## src/rtl/mem_bus_pkg.sv

```systemverilog
// Shared definitions for the cache-side memory bus: FSM states, line geometry
// and small decode helpers used by the bus initiator.
package mem_bus_pkg;

    typedef enum logic [2:0] {
        IDLE  = 3'd0,
        ADDR  = 3'd1,
        WDATA = 3'd2,
        WDONE = 3'd3,
        RWAIT = 3'd4,
        DONE  = 3'd5
    } state_t;

    localparam int BEATS_PER_LINE   = 8;
    localparam int WRITE_LEAD_BEATS = 1;
    localparam int LINE_OFFSET_BITS = 5;

    // States in which the initiator is waiting on resp_m_to_c.
    function automatic logic is_waiting(input state_t s);
        logic w;
        case (s)
            ADDR, WDATA, WDONE, RWAIT: w = 1'b1;
            default:                   w = 1'b0;
        endcase
        return w;
    endfunction

endpackage

```

## src/rtl/cacheline_bus_initiator_if.sv

```systemverilog
// Multiplexed c_to_m / m_to_c memory bus between the cache initiator and the
// memory responder.
interface cacheline_bus_initiator_if #(
    parameter int BUS_WIDTH = 32
);

    logic                 read_en_c_to_m;
    logic                 write_en_c_to_m;
    logic                 address_on_c_to_m;
    logic                 data_on_c_to_m;
    logic [BUS_WIDTH-1:0] address_data_bus_c_to_m;
    logic                 resp_m_to_c;
    logic [BUS_WIDTH-1:0] address_data_bus_m_to_c;

    modport master (
        output read_en_c_to_m,
        output write_en_c_to_m,
        output address_on_c_to_m,
        output data_on_c_to_m,
        output address_data_bus_c_to_m,
        input  resp_m_to_c,
        input  address_data_bus_m_to_c
    );

    modport slave (
        input  read_en_c_to_m,
        input  write_en_c_to_m,
        input  address_on_c_to_m,
        input  data_on_c_to_m,
        input  address_data_bus_c_to_m,
        output resp_m_to_c,
        output address_data_bus_m_to_c
    );

endinterface

```

## src/rtl/cacheline_bus_initiator.sv

```systemverilog
// Serializes one cacheline read or write from the cache DFP port onto the
// 32-bit memory bus as an address beat plus data beats; all outputs registered.
module cacheline_bus_initiator
    import mem_bus_pkg::*;
#(
    parameter int ADDR_WIDTH = 32,
    parameter int BUS_WIDTH  = 32,
    parameter int LINE_WIDTH = 256,
    parameter int TIMEOUT    = 1024
) (
    input  logic                  clk,
    input  logic                  rst_n,
    input  logic [ADDR_WIDTH-1:0] dfp_addr,
    input  logic                  dfp_read,
    input  logic                  dfp_write,
    input  logic [LINE_WIDTH-1:0] dfp_wdata,
    output logic [LINE_WIDTH-1:0] dfp_rdata,
    output logic                  dfp_resp,
    cacheline_bus_initiator_if.master bus,
    output logic                  err
);

    localparam int WAIT_W = (TIMEOUT < 2) ? 1 : $clog2(TIMEOUT + 1);
    localparam logic [WAIT_W-1:0] WAIT_LAST = WAIT_W'((TIMEOUT > 0) ? (TIMEOUT - 1) : 0);
    localparam logic [3:0] LAST_WRITE_BEAT = 4'(BEATS_PER_LINE + WRITE_LEAD_BEATS - 1);
    localparam logic [3:0] LAST_READ_BEAT  = 4'(BEATS_PER_LINE - 1);

    state_t                state_r, state_s;
    logic [3:0]            beat_r, beat_s;
    logic [LINE_WIDTH-1:0] line_r, line_s;
    logic [WAIT_W-1:0]     wait_cnt_r, wait_s;
    logic                  read_en_r, read_en_s;
    logic                  write_en_r, write_en_s;
    logic                  address_on_r, address_on_s;
    logic                  data_on_r, data_on_s;
    logic [BUS_WIDTH-1:0]  bus_r, bus_s;
    logic                  dfp_resp_r, dfp_resp_s;
    logic                  err_r, err_s;
    logic                  capture_s;
    logic                  timeout_s;
    logic [BUS_WIDTH-1:0]  line_words_s [BEATS_PER_LINE];
    logic                  unused_addr_bits_s;

    assign unused_addr_bits_s = ^dfp_addr[LINE_OFFSET_BITS-1:0];

    // Word view of the line buffer feeding the write-data mux.
    always_comb begin
        for (int k = 0; k < BEATS_PER_LINE; k++) begin
            line_words_s[k] = line_r[k*BUS_WIDTH +: BUS_WIDTH];
        end
    end

    // Next-state and next-output logic for the transaction FSM.
    always_comb begin
        state_s      = state_r;
        beat_s       = beat_r;
        line_s       = line_r;
        read_en_s    = read_en_r;
        write_en_s   = write_en_r;
        address_on_s = address_on_r;
        data_on_s    = data_on_r;
        bus_s        = bus_r;
        dfp_resp_s   = 1'b0;
        err_s        = err_r;
        capture_s    = 1'b0;

        // Per-beat wait counter: restarts on every ack and outside bus phases.
        if (!is_waiting(state_r) || bus.resp_m_to_c) begin
            wait_s = '0;
        end else begin
            wait_s = wait_cnt_r + WAIT_W'(1);
        end

        timeout_s = (TIMEOUT != 0) && is_waiting(state_r) &&
                    !bus.resp_m_to_c && (wait_cnt_r == WAIT_LAST);

        case (state_r)
            IDLE: begin
                if (dfp_read || dfp_write) begin
                    read_en_s    = dfp_read;
                    write_en_s   = !dfp_read;
                    address_on_s = 1'b1;
                    bus_s        = {dfp_addr[ADDR_WIDTH-1:LINE_OFFSET_BITS],
                                    {LINE_OFFSET_BITS{1'b0}}};
                    line_s       = dfp_read ? line_r : dfp_wdata;
                    beat_s       = 4'd0;
                    state_s      = ADDR;
                end else begin
                    state_s = IDLE;
                end
            end
            ADDR: begin
                if (bus.resp_m_to_c) begin
                    address_on_s = 1'b0;
                    bus_s        = '0;
                    beat_s       = 4'd0;
                    if (read_en_r) begin
                        state_s = RWAIT;
                    end else begin
                        data_on_s = 1'b1;
                        state_s   = WDATA;
                    end
                end else begin
                    state_s = ADDR;
                end
            end
            WDATA: begin
                // Beat k (k >= 1) carries line word k-1, so the word index
                // for the next beat equals the beat being acked now.
                if (bus.resp_m_to_c) begin
                    if (beat_r == LAST_WRITE_BEAT) begin
                        data_on_s = 1'b0;
                        bus_s     = '0;
                        beat_s    = 4'd0;
                        state_s   = WDONE;
                    end else begin
                        beat_s = beat_r + 4'd1;
                        bus_s  = line_words_s[beat_r[2:0]];
                    end
                end else begin
                    state_s = WDATA;
                end
            end
            WDONE: begin
                if (bus.resp_m_to_c) begin
                    write_en_s = 1'b0;
                    dfp_resp_s = 1'b1;
                    state_s    = DONE;
                end else begin
                    state_s = WDONE;
                end
            end
            RWAIT: begin
                if (bus.resp_m_to_c) begin
                    capture_s = 1'b1;
                    if (beat_r == LAST_READ_BEAT) begin
                        read_en_s  = 1'b0;
                        dfp_resp_s = 1'b1;
                        beat_s     = 4'd0;
                        state_s    = DONE;
                    end else begin
                        beat_s = beat_r + 4'd1;
                    end
                end else begin
                    state_s = RWAIT;
                end
            end
            DONE: begin
                beat_s  = 4'd0;
                state_s = IDLE;
            end
            default: begin
                read_en_s    = 1'b0;
                write_en_s   = 1'b0;
                address_on_s = 1'b0;
                data_on_s    = 1'b0;
                bus_s        = '0;
                beat_s       = 4'd0;
                state_s      = IDLE;
            end
        endcase

        for (int k = 0; k < BEATS_PER_LINE; k++) begin
            line_s[k*BUS_WIDTH +: BUS_WIDTH] =
                (capture_s && (beat_r[2:0] == 3'(k))) ? bus.address_data_bus_m_to_c
                                                      : line_s[k*BUS_WIDTH +: BUS_WIDTH];
        end

        // A stuck responder ends the transaction early with a flagged completion.
        if (timeout_s) begin
            read_en_s    = 1'b0;
            write_en_s   = 1'b0;
            address_on_s = 1'b0;
            data_on_s    = 1'b0;
            bus_s        = '0;
            beat_s       = 4'd0;
            wait_s       = '0;
            dfp_resp_s   = 1'b1;
            err_s        = 1'b1;
            state_s      = DONE;
        end else begin
            err_s = err_r;
        end
    end

    // State, beat counter, line buffer and registered bus outputs.
    always_ff @(posedge clk or negedge rst_n) begin
        if (!rst_n) begin
            state_r      <= IDLE;
            beat_r       <= 4'd0;
            line_r       <= '0;
            wait_cnt_r   <= '0;
            read_en_r    <= 1'b0;
            write_en_r   <= 1'b0;
            address_on_r <= 1'b0;
            data_on_r    <= 1'b0;
            bus_r        <= '0;
            dfp_resp_r   <= 1'b0;
            err_r        <= 1'b0;
        end else begin
            state_r      <= state_s;
            beat_r       <= beat_s;
            line_r       <= line_s;
            wait_cnt_r   <= wait_s;
            read_en_r    <= read_en_s;
            write_en_r   <= write_en_s;
            address_on_r <= address_on_s;
            data_on_r    <= data_on_s;
            bus_r        <= bus_s;
            dfp_resp_r   <= dfp_resp_s;
            err_r        <= err_s;
        end
    end

    assign bus.read_en_c_to_m          = read_en_r;
    assign bus.write_en_c_to_m         = write_en_r;
    assign bus.address_on_c_to_m       = address_on_r;
    assign bus.data_on_c_to_m          = data_on_r;
    assign bus.address_data_bus_c_to_m = bus_r;
    assign dfp_rdata                   = line_r;
    assign dfp_resp                    = dfp_resp_r;
    assign err                         = err_r;

endmodule
```

## src/flat_wrapper.sv

```systemverilog
// flat-port wrapper written by rule: the top's interface ports become plain ports
module cacheline_bus_initiator_flat import mem_bus_pkg::*;
#(
    parameter int ADDR_WIDTH = 32,
    parameter int BUS_WIDTH  = 32,
    parameter int LINE_WIDTH = 256,
    parameter int TIMEOUT    = 1024
)
  (clk, rst_n, dfp_addr, dfp_read, dfp_write, dfp_wdata, dfp_rdata, dfp_resp, err, bus_read_en_c_to_m, bus_write_en_c_to_m, bus_address_on_c_to_m, bus_data_on_c_to_m, bus_address_data_bus_c_to_m, bus_resp_m_to_c, bus_address_data_bus_m_to_c);
  cacheline_bus_initiator_if #(.BUS_WIDTH(BUS_WIDTH)) bus_i ();
  input  logic clk;
  input  logic rst_n;
  input  logic [ADDR_WIDTH-1:0] dfp_addr;
  input  logic dfp_read;
  input  logic dfp_write;
  input  logic [LINE_WIDTH-1:0] dfp_wdata;
  output logic [LINE_WIDTH-1:0] dfp_rdata;
  output logic dfp_resp;
  output logic err;
  output wire logic [$bits(bus_i.read_en_c_to_m)-1:0] bus_read_en_c_to_m;
  output wire logic [$bits(bus_i.write_en_c_to_m)-1:0] bus_write_en_c_to_m;
  output wire logic [$bits(bus_i.address_on_c_to_m)-1:0] bus_address_on_c_to_m;
  output wire logic [$bits(bus_i.data_on_c_to_m)-1:0] bus_data_on_c_to_m;
  output wire logic [$bits(bus_i.address_data_bus_c_to_m)-1:0] bus_address_data_bus_c_to_m;
  input wire logic [$bits(bus_i.resp_m_to_c)-1:0] bus_resp_m_to_c;
  input wire logic [$bits(bus_i.address_data_bus_m_to_c)-1:0] bus_address_data_bus_m_to_c;
  assign bus_read_en_c_to_m = bus_i.read_en_c_to_m;
  assign bus_write_en_c_to_m = bus_i.write_en_c_to_m;
  assign bus_address_on_c_to_m = bus_i.address_on_c_to_m;
  assign bus_data_on_c_to_m = bus_i.data_on_c_to_m;
  assign bus_address_data_bus_c_to_m = bus_i.address_data_bus_c_to_m;
  assign bus_i.resp_m_to_c = bus_resp_m_to_c;
  assign bus_i.address_data_bus_m_to_c = bus_address_data_bus_m_to_c;
  cacheline_bus_initiator #(.ADDR_WIDTH(ADDR_WIDTH), .BUS_WIDTH(BUS_WIDTH), .LINE_WIDTH(LINE_WIDTH), .TIMEOUT(TIMEOUT)) u_core (.clk(clk), .rst_n(rst_n), .dfp_addr(dfp_addr), .dfp_read(dfp_read), .dfp_write(dfp_write), .dfp_wdata(dfp_wdata), .dfp_rdata(dfp_rdata), .dfp_resp(dfp_resp), .bus(bus_i), .err(err));
endmodule
```

## config.mk

```make
export PLATFORM = sky130hd
export DESIGN_NAME = cacheline_bus_initiator_flat
export DESIGN_NICKNAME = d
export VERILOG_FILES = /design/src/rtl/mem_bus_pkg.sv /design/src/rtl/cacheline_bus_initiator_if.sv /design/src/rtl/cacheline_bus_initiator.sv /design/src/flat_wrapper.sv
export SDC_FILE = /design/constraint.sdc
export NUM_CORES = 1
export LEC_CHECK = 0
export CAP_MARGIN = 20
export CORE_AREA = 5 5 238 240
export CTS_BUF_LIST = sky130_fd_sc_hd__clkbuf_8
export CTS_CLUSTER_DIAMETER = 200
export CTS_CLUSTER_SIZE = 28
export DETAILED_ROUTE_END_ITERATION = 10
export DIE_AREA = 0 0 243 245
export DONT_BUFFER_PORTS = 1
export PLACE_DENSITY = 0.51
export REMOVE_ABC_BUFFERS = 1
export SYNTH_ARGS = -nofsm -noshare
export SYNTH_HDL_FRONTEND = slang
export SYNTH_SLANG_ARGS = --single-unit
export TNS_END_PERCENT = 10
```

## constraint.sdc

```tcl
create_clock -name clk -period 2.6 [get_ports clk]
set_clock_uncertainty 0.1 [all_clocks]
set_input_delay 0.52 -clock clk [delete_from_list [all_inputs] [get_ports clk]]
set_output_delay 0.52 -clock clk [all_outputs]
set_load 0.02 [all_outputs]
```

==> results.py, run 1 <==
metrics = {
    "routing": {
        "final_antenna_net_count": 0,
        "dr.pass1.iters": 7,
        "wl_um": 76300,
        "drt_iter0_drc": 1487,
        "drcViolationCount": 0,
        "routedWlPerCell_um": 29.1,
        "via_per_inst": 5.74,
        "num_vias": 15054,
    },
    "place": {
        "gp_congestion": 0.925,
        "portBuffers": 0,
        "hpwl_um": 51800,
    },
    "die": {
        "start_util": 0.293,
        "die-area_um2": 59500,
        "core_um2": 54400,
        "ios": 619,
        "die_w_um": 243,
        "die_h_um": 245,
        "rows": 86,
    },
    "synthesis": {
        "ys_ff_latch": 312,
        "post-synth-top-area-cell": "dfrtp_1",
        "netlist_area_um2": 15900,
        "syn_inst": 1681,
        "ys_top_cells_by_area": "dfrtp_1 (49%), mux4_2 (9.0%), nand2_1 (8.8%), nor2_1 (6.2%), a31oi_1 (4.4%)",
        "synth.avg_cell_area_um2": 9.48,
        "async_reset_ff_frac": 1.00,
        "synth_mux_area_frac": 0.125,
        "yosys_warnings": 0,
        "synth_fa_ha_area_frac": 0.00628,
        "synth_compound_area_frac": 0.151,
        "synthXorXnorAreaFrac": 0.00440,
        "synth_edf_count": 0,
        "synth_top_area_share": 0.490,
        "synth_flop_cell": "dfrtp_1",
        "synth.distinct_cells": 59,
        "ys_seq_area_frac": 0.490,
        "synthSimpleGateAreaFrac": 0.176,
        "synth_top_family_by_area": "simple AND/OR/NAND/NOR gates",
    },
    "cells_and_area": {
        "final_common_cell": "nand2_1",
        "area_growth_pct": 27.7,
        "register_area_um2": 7820,
        "drive_above_1_share": 0.0993,
        "nNetsFinal": 2247,
        "n_fill_cell": 5346,
        "most-common-layout-cells": "nand2_1 (369), dlygate4sd3_1 (309), dfrtp_1 (307)",
        "post-route-util": 0.374,
        "multi_input_area_um2": 7450,
    },
    "clock_network": {
        "cts_made_buffers": 15,
        "clkTransAtPathRegs_ps": 180,
        "postCtsHoldBufs": 309,
        "cts.path.max_buffers": 3,
        "htree_levels": 1,
        "cts_root_buf": "clkbuf_8",
        "insertion_delay_ps": 600,
        "postCtsSetupBuffers": 0,
        "cts_tree": "built",
        "clkSinkCount": 312,
    },
    "timing": {
        "fin_crit_sh": 0.955,
        "rsz0062_at_grt": "false",
        "slew_headroom": 0.313,
        "drv_slew": 0,
        "hold_ws_ps": -521,
        "fmax_mhz": 403,
        "hold_viol": 312,
        "worstMarginPinSlew_ps": 1030,
        "setup_violations": 0,
        "period_needed_ps": 2480,
        "tns_ps": 0,
    },
    "worst_setup_path": {
        "cp-startpoint": "u_core.state_r[2]",
        "r2r_end": "u_core.dfp_rdata[122]",
        "cp_max_fo": 88,
        "start_kind": "flop",
        "worstSetupEndpoint": "u_core.dfp_rdata[122]",
        "cp.arrival_ps": 2950,
        "critical_path_class": "flop to flop",
        "rrSetupSlack_ps": 120,
        "worstReg2RegStart": "u_core.state_r[2]",
        "end_kind": "flop",
        "r2r_cells": 7,
        "crit_required_ps": 3070,
    },
    "pwr": {
        "swShare": 0.497,
        "power_mw": 22.1,
        "powerDensity_nw_per_um2": 1080,
        "power_switching_mw": 11.0,
        "pwr-share-comb": 0.344,
        "power_leakage_nw": 8.69,
        "p_seq_frac": 0.556,
        "ir_worst_vdd_uv": 699,
        "intPower_mw": 11.1,
        "pwr-share-clk": 0.099,
    },
    "run_status": {
        "violations": "negative hold slack",
        "status": "complete, but fails checks",
    },
    "global_route": {
        "grt_pass1_vias": 15383,
        "grt_first_pass_wirelength_um": 109000,
        "grt_max_degree": 313,
        "overflow": 0,
        "grt.total_usage": 0.241,
        "antenna_found_initial": 6,
    },
    "hold_path": {
        "hold_class": "input port to asynchronous set/reset pin",
    },
    "job": {
        "cap_viol_max_count": 0,
    },
}
==> power by group through the flow <==
| stage | registers [mW] | logic (mW) | clock network [mW] |
|---|---|---|---|
| final | 12.3 | 7.59 | 2.19 |
| after global routing | 12.5 | 8.25 | 2.39 |
| after CTS | 12.2 | 7.48 | 2.29 |
| after detailed placement | 12.3 | 6.91 | 0 |
| after global placement | 12.3 | 6.73 | 0 |
| after floorplan | 11.2 | 4.77 | 0 |
==> flip-flops by register name (all words and copies together) (netlist names) <==
signal and flops:
u_core.dfp_rdata 256, u_core.state_r 3, u_core.bus.data_on_c_to_m 1, u_core.bus.read_en_c_to_m 1, u_core.bus.address_on_c_to_m 1, u_core.bus.write_en_c_to_m 1, u_core.dfp_resp 1, u_core.bus.address_data_bus_c_to_m 32
u_core.err 1, u_core.beat_r 4, u_core.wait_cnt_r 11
==> routing by layer <==
metal  share of wire  up-vias  global-route usage
met3           0.098      180              0.0735
li1                -     6371                   -
met1            0.39     7558               0.303
met5         0.00035        -                   0
met2            0.48      941               0.395
met4           0.038        4              0.0851
==> worst min-delay path by stage <==
stage / slack [ps] / to
5_1_grt: -580 / u_core.dfp_rdata[203]
3_5_place_dp: 140 / u_core.dfp_rdata[194]
6_report: -520 / u_core.dfp_rdata[224]
2_1_floorplan: 120 / u_core.beat_r[0]
3_3_place_gp: 140 / u_core.bus.address_data_bus_c_to_m[28]
4_1_cts: -600 / u_core.dfp_rdata[203]
==> critical path: stages (launching register included) <==
cell,delay [ps]
dfrtp_2,500
buf_4,200
nor3_4,200
nand3b_1,170
buf_12,240
mux2i_1,180
o21ai_0,180
dlygate4sd3_1,570
==> final cells by class <==
type	count	share of cell area
flip-flops and latches	312	0.384
multi-input cells	1195	0.366
repair buffers	379	0.192
well taps	704	0.0433
clock buffers	15	0.0102
inverters	11	0.00203
clock inverters	2	0.00166
diodes	4	0.000492
==> Yosys cell counts, drive strengths merged (27+ instances only) <==
cell	number
a22o	27
a22oi	51
a31oi	112
buf	71
clkbuf	92
dfrtp	312
mux2i	48
mux4	64
nand2	374
nor2	262
o21ai	54
o22ai	65
==> metrics by stage <==
step	worst slack, ps	hold slack (ps)	std cells	cell area, µm²
detailed placement	110	137	2291	16900
CTS	20.0	-600	2617	20300
global placement	89.5	142	2290	16900
floorplan	-9710	124	1518	15200
global route	1.77	-580	2621	20300
finish	118	-521	2622	20300
==> cell families after synthesis <==
| kind of cell | Yosys count |
|---|---|
| and+or+nand+nor | 697 |
| AOI/OAI and AO/OA | 365 |
| DFF | 312 |
| buffers and inverters | 174 |
| muxes | 117 |
| xor gates and xnor gates | 8 |
| adders and majority gates | 8 |
==> what timing repair did <==
| action | in CTS | in global routing |
|---|---|---|
| setup endpoints to repair | 0 | 37 |
| resized for setup | 0 | 8 |
| endpoints found under the hold margin | 593 | 312 |
No activity file was read; power rests on OpenSTA's default activity.
==> inputs of run 2 (changes only) <==
MAX_ROUTING_LAYER = met4   (was unset)
==> run 2 against run 1 <==
Sequential power barely moved. The flow still finishes with violations (negative hold slack). Via count is 0.76% higher. Largest cell class unchanged. Combinational power decreased by 1%. Clock power hardly changed. Global-route usage grew 0.68 points. Core utilization is 0.14 points higher. Worst setup slack lost 46 ps. Sequential cell count stayed put.
==> results.py, run 2 (same netlist as run 1, synthesis figures left out) <==
metrics = {
    "pwr": {
        "intPower_mw": 11.0,
        "pwr-share-comb": 0.342,
        "power_mw": 22.0,
        "powerDensity_nw_per_um2": 1080,
        "power_leakage_nw": 8.72,
        "p_seq_frac": 0.558,
        "swShare": 0.498,
        "pwr-share-clk": 0.100,
        "ir_worst_vdd_uv": 724,
        "power_switching_mw": 10.9,
    },
    "worst_setup_path": {
        "r2r_end": "u_core.dfp_rdata[161]",
        "crit_required_ps": 3060,
        "rrSetupSlack_ps": 70,
        "cp_max_fo": 10,
        "worstReg2RegStart": "u_core.state_r[2]",
        "r2r_cells": 7,
        "end_kind": "flop",
        "start_kind": "flop",
        "critical_path_class": "flop to flop",
        "cp.arrival_ps": 2990,
    },
    "place": {
        "gp_congestion": 0.932,
        "hpwl_um": 52100,
        "post-place-ws_ps": 158,
        "portBuffers": 0,
    },
    "global_route": {
        "grt_pass1_vias": 15502,
        "grt_max_degree": 313,
        "grt_first_pass_wirelength_um": 108000,
        "overflow": 0,
        "antenna_found_initial": 7,
        "grt.total_usage": 0.248,
    },
    "clock_network": {
        "clkTransAtPathRegs_ps": 190,
        "cts.path.max_buffers": 3,
        "clkSinkCount": 312,
        "postCtsHoldBufs": 312,
        "insertion_delay_ps": 610,
        "cts_tree": "built",
        "cts_made_buffers": 15,
        "cts_root_buf": "clkbuf_8",
        "htree_levels": 1,
    },
    "timing": {
        "hold_viol": 312,
        "fin_crit_sh": 0.973,
        "hold_ws_ps": -515,
        "drv_slew": 0,
        "fmax_mhz": 395,
        "rsz0062_at_grt": "false",
        "worstMarginPinSlew_ps": 1260,
        "period_needed_ps": 2530,
        "setup_slack_ps": 71.3,
        "setup_violations": 0,
        "slew_headroom": 0.163,
    },
    "cells_and_area": {
        "largest_reg_flops": 256,
        "area_growth_pct": 28.2,
        "post-route-util": 0.375,
        "most-common-layout-cells": "nand2_1 (369), dlygate4sd3_1 (312), dfrtp_1 (307)",
        "n_fill_cell": 5373,
        "final_common_cell": "nand2_1",
        "drive_above_1_share": 0.103,
        "nNetsFinal": 2257,
    },
    "die": {
        "die-area_um2": 59500,
        "die_h_um": 245,
        "ios": 619,
        "rows": 86,
        "die_w_um": 243,
        "core_um2": 54400,
        "start_util": 0.293,
    },
    "routing": {
        "wl_um": 76100,
        "via_per_inst": 5.75,
        "dr.pass1.iters": 6,
        "num_vias": 15169,
        "drt_iter0_drc": 1607,
        "routedWlPerCell_um": 28.9,
        "drcViolationCount": 0,
        "final_antenna_net_count": 0,
    },
    "job": {
        "cap_viol_max_count": 0,
    },
    "run_status": {
        "violations": "negative hold slack",
        "status": "complete, but fails checks",
    },
    "hold_path": {
        "hold_class": "input port to asynchronous set/reset pin",
    },
}
[run 2: changes by cell type in the layout (fill, tap and decap cells not counted), sizes merged]
cell / previous run / this run
dlygate4sd3: 309 / 312
diode: 4 / 7
inv: 12 / 13
buf: 69 / 77
clkbuf: 16 / 15
[run 2: stage by stage]
step	cells	setup TNS, ps	instance area [µm²]
global placement	2298	0	17000
CTS	2628	0	20400
floorplan	1518	-2009360	15200
finish	2636	0	20400
detailed placement	2298	0	17000
global route	2636	0	20400
[run 2: what timing repair did]
item	4_1_cts	5_1_grt
resized for setup	0	5
endpoints found under the setup margin	0	22
endpoints found under the hold margin	593	312
buffers inserted	0	1
[run 2: power groups by stage]
stage                     combinational (mW)  clock, mW  sequential [mW]
after floorplan                         4.77          0             11.2
after global placement                  6.76          0             12.3
after detailed placement                6.92          0             12.3
after CTS                               7.43       2.31             12.2
after global routing                    8.16       2.40             12.5
final                                   7.51       2.19             12.3
[run 2: metal layers]
metal / routed length [µm] / track usage
met5: 0 / -
met4: 3210 / 0.0880
met3: 7260 / 0.0636
met2: 36900 / 0.403
met1: 28700 / 0.301
[run 2: worst max-delay path, cell delays in order (launching register included)]
cell           delay [ps]
dfrtp_2               500
buf_4                 170
or3_1                 480
nor3b_4               270
buf_4                 230
a22oi_1               100
dlygate4sd3_1         570
nand2_1                50
[run 2: how the worst max path moves through the flow]
stage	depth (start not counted)	endpoint	start	slack (ps)
global route	7	u_core.dfp_rdata[161]	u_core.state_r[2]	10
finish	7	u_core.dfp_rdata[161]	u_core.state_r[2]	70
global placement	7	u_core.bus.address_data_bus_c_to_m[22]	u_core.wait_cnt_r[0]	190
floorplan	5	u_core.dfp_rdata[66]	u_core.state_r[2]	-9710
CTS	7	u_core.dfp_rdata[161]	u_core.state_r[2]	50
detailed placement	8	u_core.bus.address_data_bus_c_to_m[0]	u_core.state_r[2]	160
[run 2: area by class of cell]
| cell class | instances | area (µm²) | share of cell area |
|---|---|---|---|
| timing repair buffer | 389 | 3960 | 0.194 |
| inverter | 11 | 41.3 | 0.00202 |
| clock inverter | 3 | 37.5 | 0.00184 |
| antenna | 7 | 17.5 | 0.000858 |
| clock buffer | 15 | 206 | 0.0101 |
| multi-input combinational | 1195 | 7450 | 0.365 |
| sequential | 312 | 7820 | 0.383 |
| tap | 704 | 881 | 0.0431 |
==> inputs of run 3 (changes only) <==
PLACE_DENSITY = unset   (was 0.51)
PLACE_DENSITY_LB_ADDON = 0.05   (was unset)
==> run 3 against run 2 <==
The flow finishes with violations (negative hold slack, max-slew violations). Wire length is 6.7% higher. Final area is 0.15% higher. Total power is 1.1% higher.
==> results.py, run 3 (same netlist as run 1, synthesis figures left out) <==
metrics = {
    "worst_setup_path": {
        "cp_max_fo": 38,
        "r2r_cells": 8,
        "rrSetupSlack_ps": 110,
        "cp.arrival_ps": 2910,
        "crit_required_ps": 3020,
        "r2r_end": "u_core.dfp_rdata[97]",
        "worstReg2RegStart": "u_core.state_r[2]",
        "critical_path_class": "flop to flop",
        "end_kind": "flop",
        "start_kind": "flop",
    },
    "global_route": {
        "overflow": 0,
        "grt_first_pass_wirelength_um": 115000,
        "grt.total_usage": 0.267,
        "grt_max_degree": 313,
        "antenna_found_initial": 7,
        "grt_pass1_vias": 15241,
    },
    "place": {
        "gp_congestion": 0.885,
        "post-place-ws_ps": 121,
        "dpl.cell_count": 2292,
        "hpwl_um": 54300,
        "post_dp_cell_area_um2": 17000,
        "portBuffers": 0,
    },
    "routing": {
        "drt_iter0_drc": 975,
        "via_per_inst": 5.56,
        "num_vias": 14648,
        "dr.pass1.iters": 5,
        "drcViolationCount": 0,
        "final_antenna_net_count": 0,
        "routedWlPerCell_um": 30.8,
        "wl_um": 81200,
    },
    "hold_path": {
        "hold_class": "input port to asynchronous set/reset pin",
    },
    "die": {
        "rows": 86,
        "die_w_um": 243,
        "die_h_um": 245,
        "start_util": 0.293,
        "core_um2": 54400,
        "ios": 619,
        "die-area_um2": 59500,
    },
    "cells_and_area": {
        "area_growth_pct": 28.4,
        "post-route-util": 0.376,
        "multi_input_area_um2": 7450,
        "n_fill_cell": 5538,
        "most-common-layout-cells": "nand2_1 (369), dlygate4sd3_1 (314), dfrtp_1 (309)",
        "finalInstanceArea_um2": 20400,
        "fin_cells": 2634,
        "register_area_um2": 7820,
        "final_common_cell": "nand2_1",
        "drive_above_1_share": 0.0988,
        "nNetsFinal": 2257,
        "largest_reg_flops": 256,
    },
    "timing": {
        "tns_ps": 0,
        "fin_crit_sh": 0.956,
        "worstMarginPinSlew_ps": 1550,
        "period_needed_ps": 2490,
        "rsz0062_at_grt": "false",
        "fmax_mhz": 402,
        "setup_violations": 0,
        "slew_headroom": -0.0339,
        "hold_ws_ps": -533,
        "setup_slack_ps": 114,
        "hold_viol": 312,
        "drv_slew": 43,
    },
    "clock_network": {
        "cts_tree": "built",
        "cts_root_buf": "clkbuf_8",
        "insertion_delay_ps": 620,
        "cts.path.max_buffers": 3,
        "postCtsHoldBufs": 314,
        "cts_made_buffers": 15,
        "htree_levels": 1,
        "clkSinkCount": 312,
        "clkTransAtPathRegs_ps": 190,
    },
    "job": {
        "cap_viol_max_count": 0,
    },
    "run_status": {
        "status": "complete, but fails checks",
        "violations": "negative hold slack, max-slew violations",
    },
    "pwr": {
        "power_leakage_nw": 8.75,
        "powerDensity_nw_per_um2": 1090,
        "ir_worst_vdd_uv": 604,
    },
}
-- run 3: how the worst max path moves through the flow --
stage                       from               endpoint
6_report       u_core.state_r[2]   u_core.dfp_rdata[97]
5_1_grt        u_core.state_r[2]  u_core.dfp_rdata[100]
4_1_cts        u_core.state_r[1]   u_core.dfp_rdata[77]
3_5_place_dp   u_core.state_r[1]   u_core.dfp_rdata[77]
3_3_place_gp   u_core.state_r[1]   u_core.dfp_rdata[93]
2_1_floorplan  u_core.state_r[2]   u_core.dfp_rdata[66]
-- run 3: timing repair --
| action | CTS | global route |
|---|---|---|
| setup buffers | 0 | 2 |
| hold endpoints to repair | 594 | 312 |
| resized for setup | 0 | 3 |
| setup endpoints to repair | 0 | 20 |
-- run 3: layout make-up --
| type | count | area share |
|---|---|---|
| Sequential cell | 312 | 0.382 |
| Tap cell | 704 | 0.0431 |
| Antenna cell | 6 | 0.000734 |
| Inverter | 11 | 0.00202 |
| Clock inverter | 2 | 0.00165 |
| Clock buffer | 15 | 0.0101 |
| Timing Repair Buffer | 389 | 0.196 |
| Multi-Input combinational cell | 1195 | 0.364 |
-- run 3: routing by layer --
| layer | global-route usage | vias to the layer above | routed length (µm) | part of all wire |
|---|---|---|---|---|
| met3 | 0.0620 | 94 | 5940 | 0.073 |
| met4 | 0.0612 | 0 | 1830 | 0.023 |
| met2 | 0.451 | 630 | 40500 | 0.50 |
| met5 | - | - | 0 | 0 |
| met1 | 0.330 | 7536 | 32900 | 0.41 |
| li1 | - | 6388 | - | - |
-- run 3: metrics by stage --
step	power [mW]	hold WS, ps
floorplan	15.9	124
global placement	19.3	143
detailed placement	19.4	141
CTS	22.3	-578
global route	23.4	-569
finish	22.2	-533
-- run 3: worst max-delay path, stage by stage (launching register included) --
cell and delay, ps:
dfrtp_2 500, buf_4 180, nor3_2 220, nand3b_1 170, buf_4 180, buf_12 180, mux2i_1 190, o21ai_0 100
dlygate4sd3_1 570
-- run 3: power by group --
| group | internal, mW | switching (mW) | leakage (nW) |
|---|---|---|---|
| Combinational | 3.67 | 3.91 | 4.80 |
| Sequential | 6.90 | 5.42 | 3.83 |
| Clock | 0.557 | 1.74 | 0.125 |
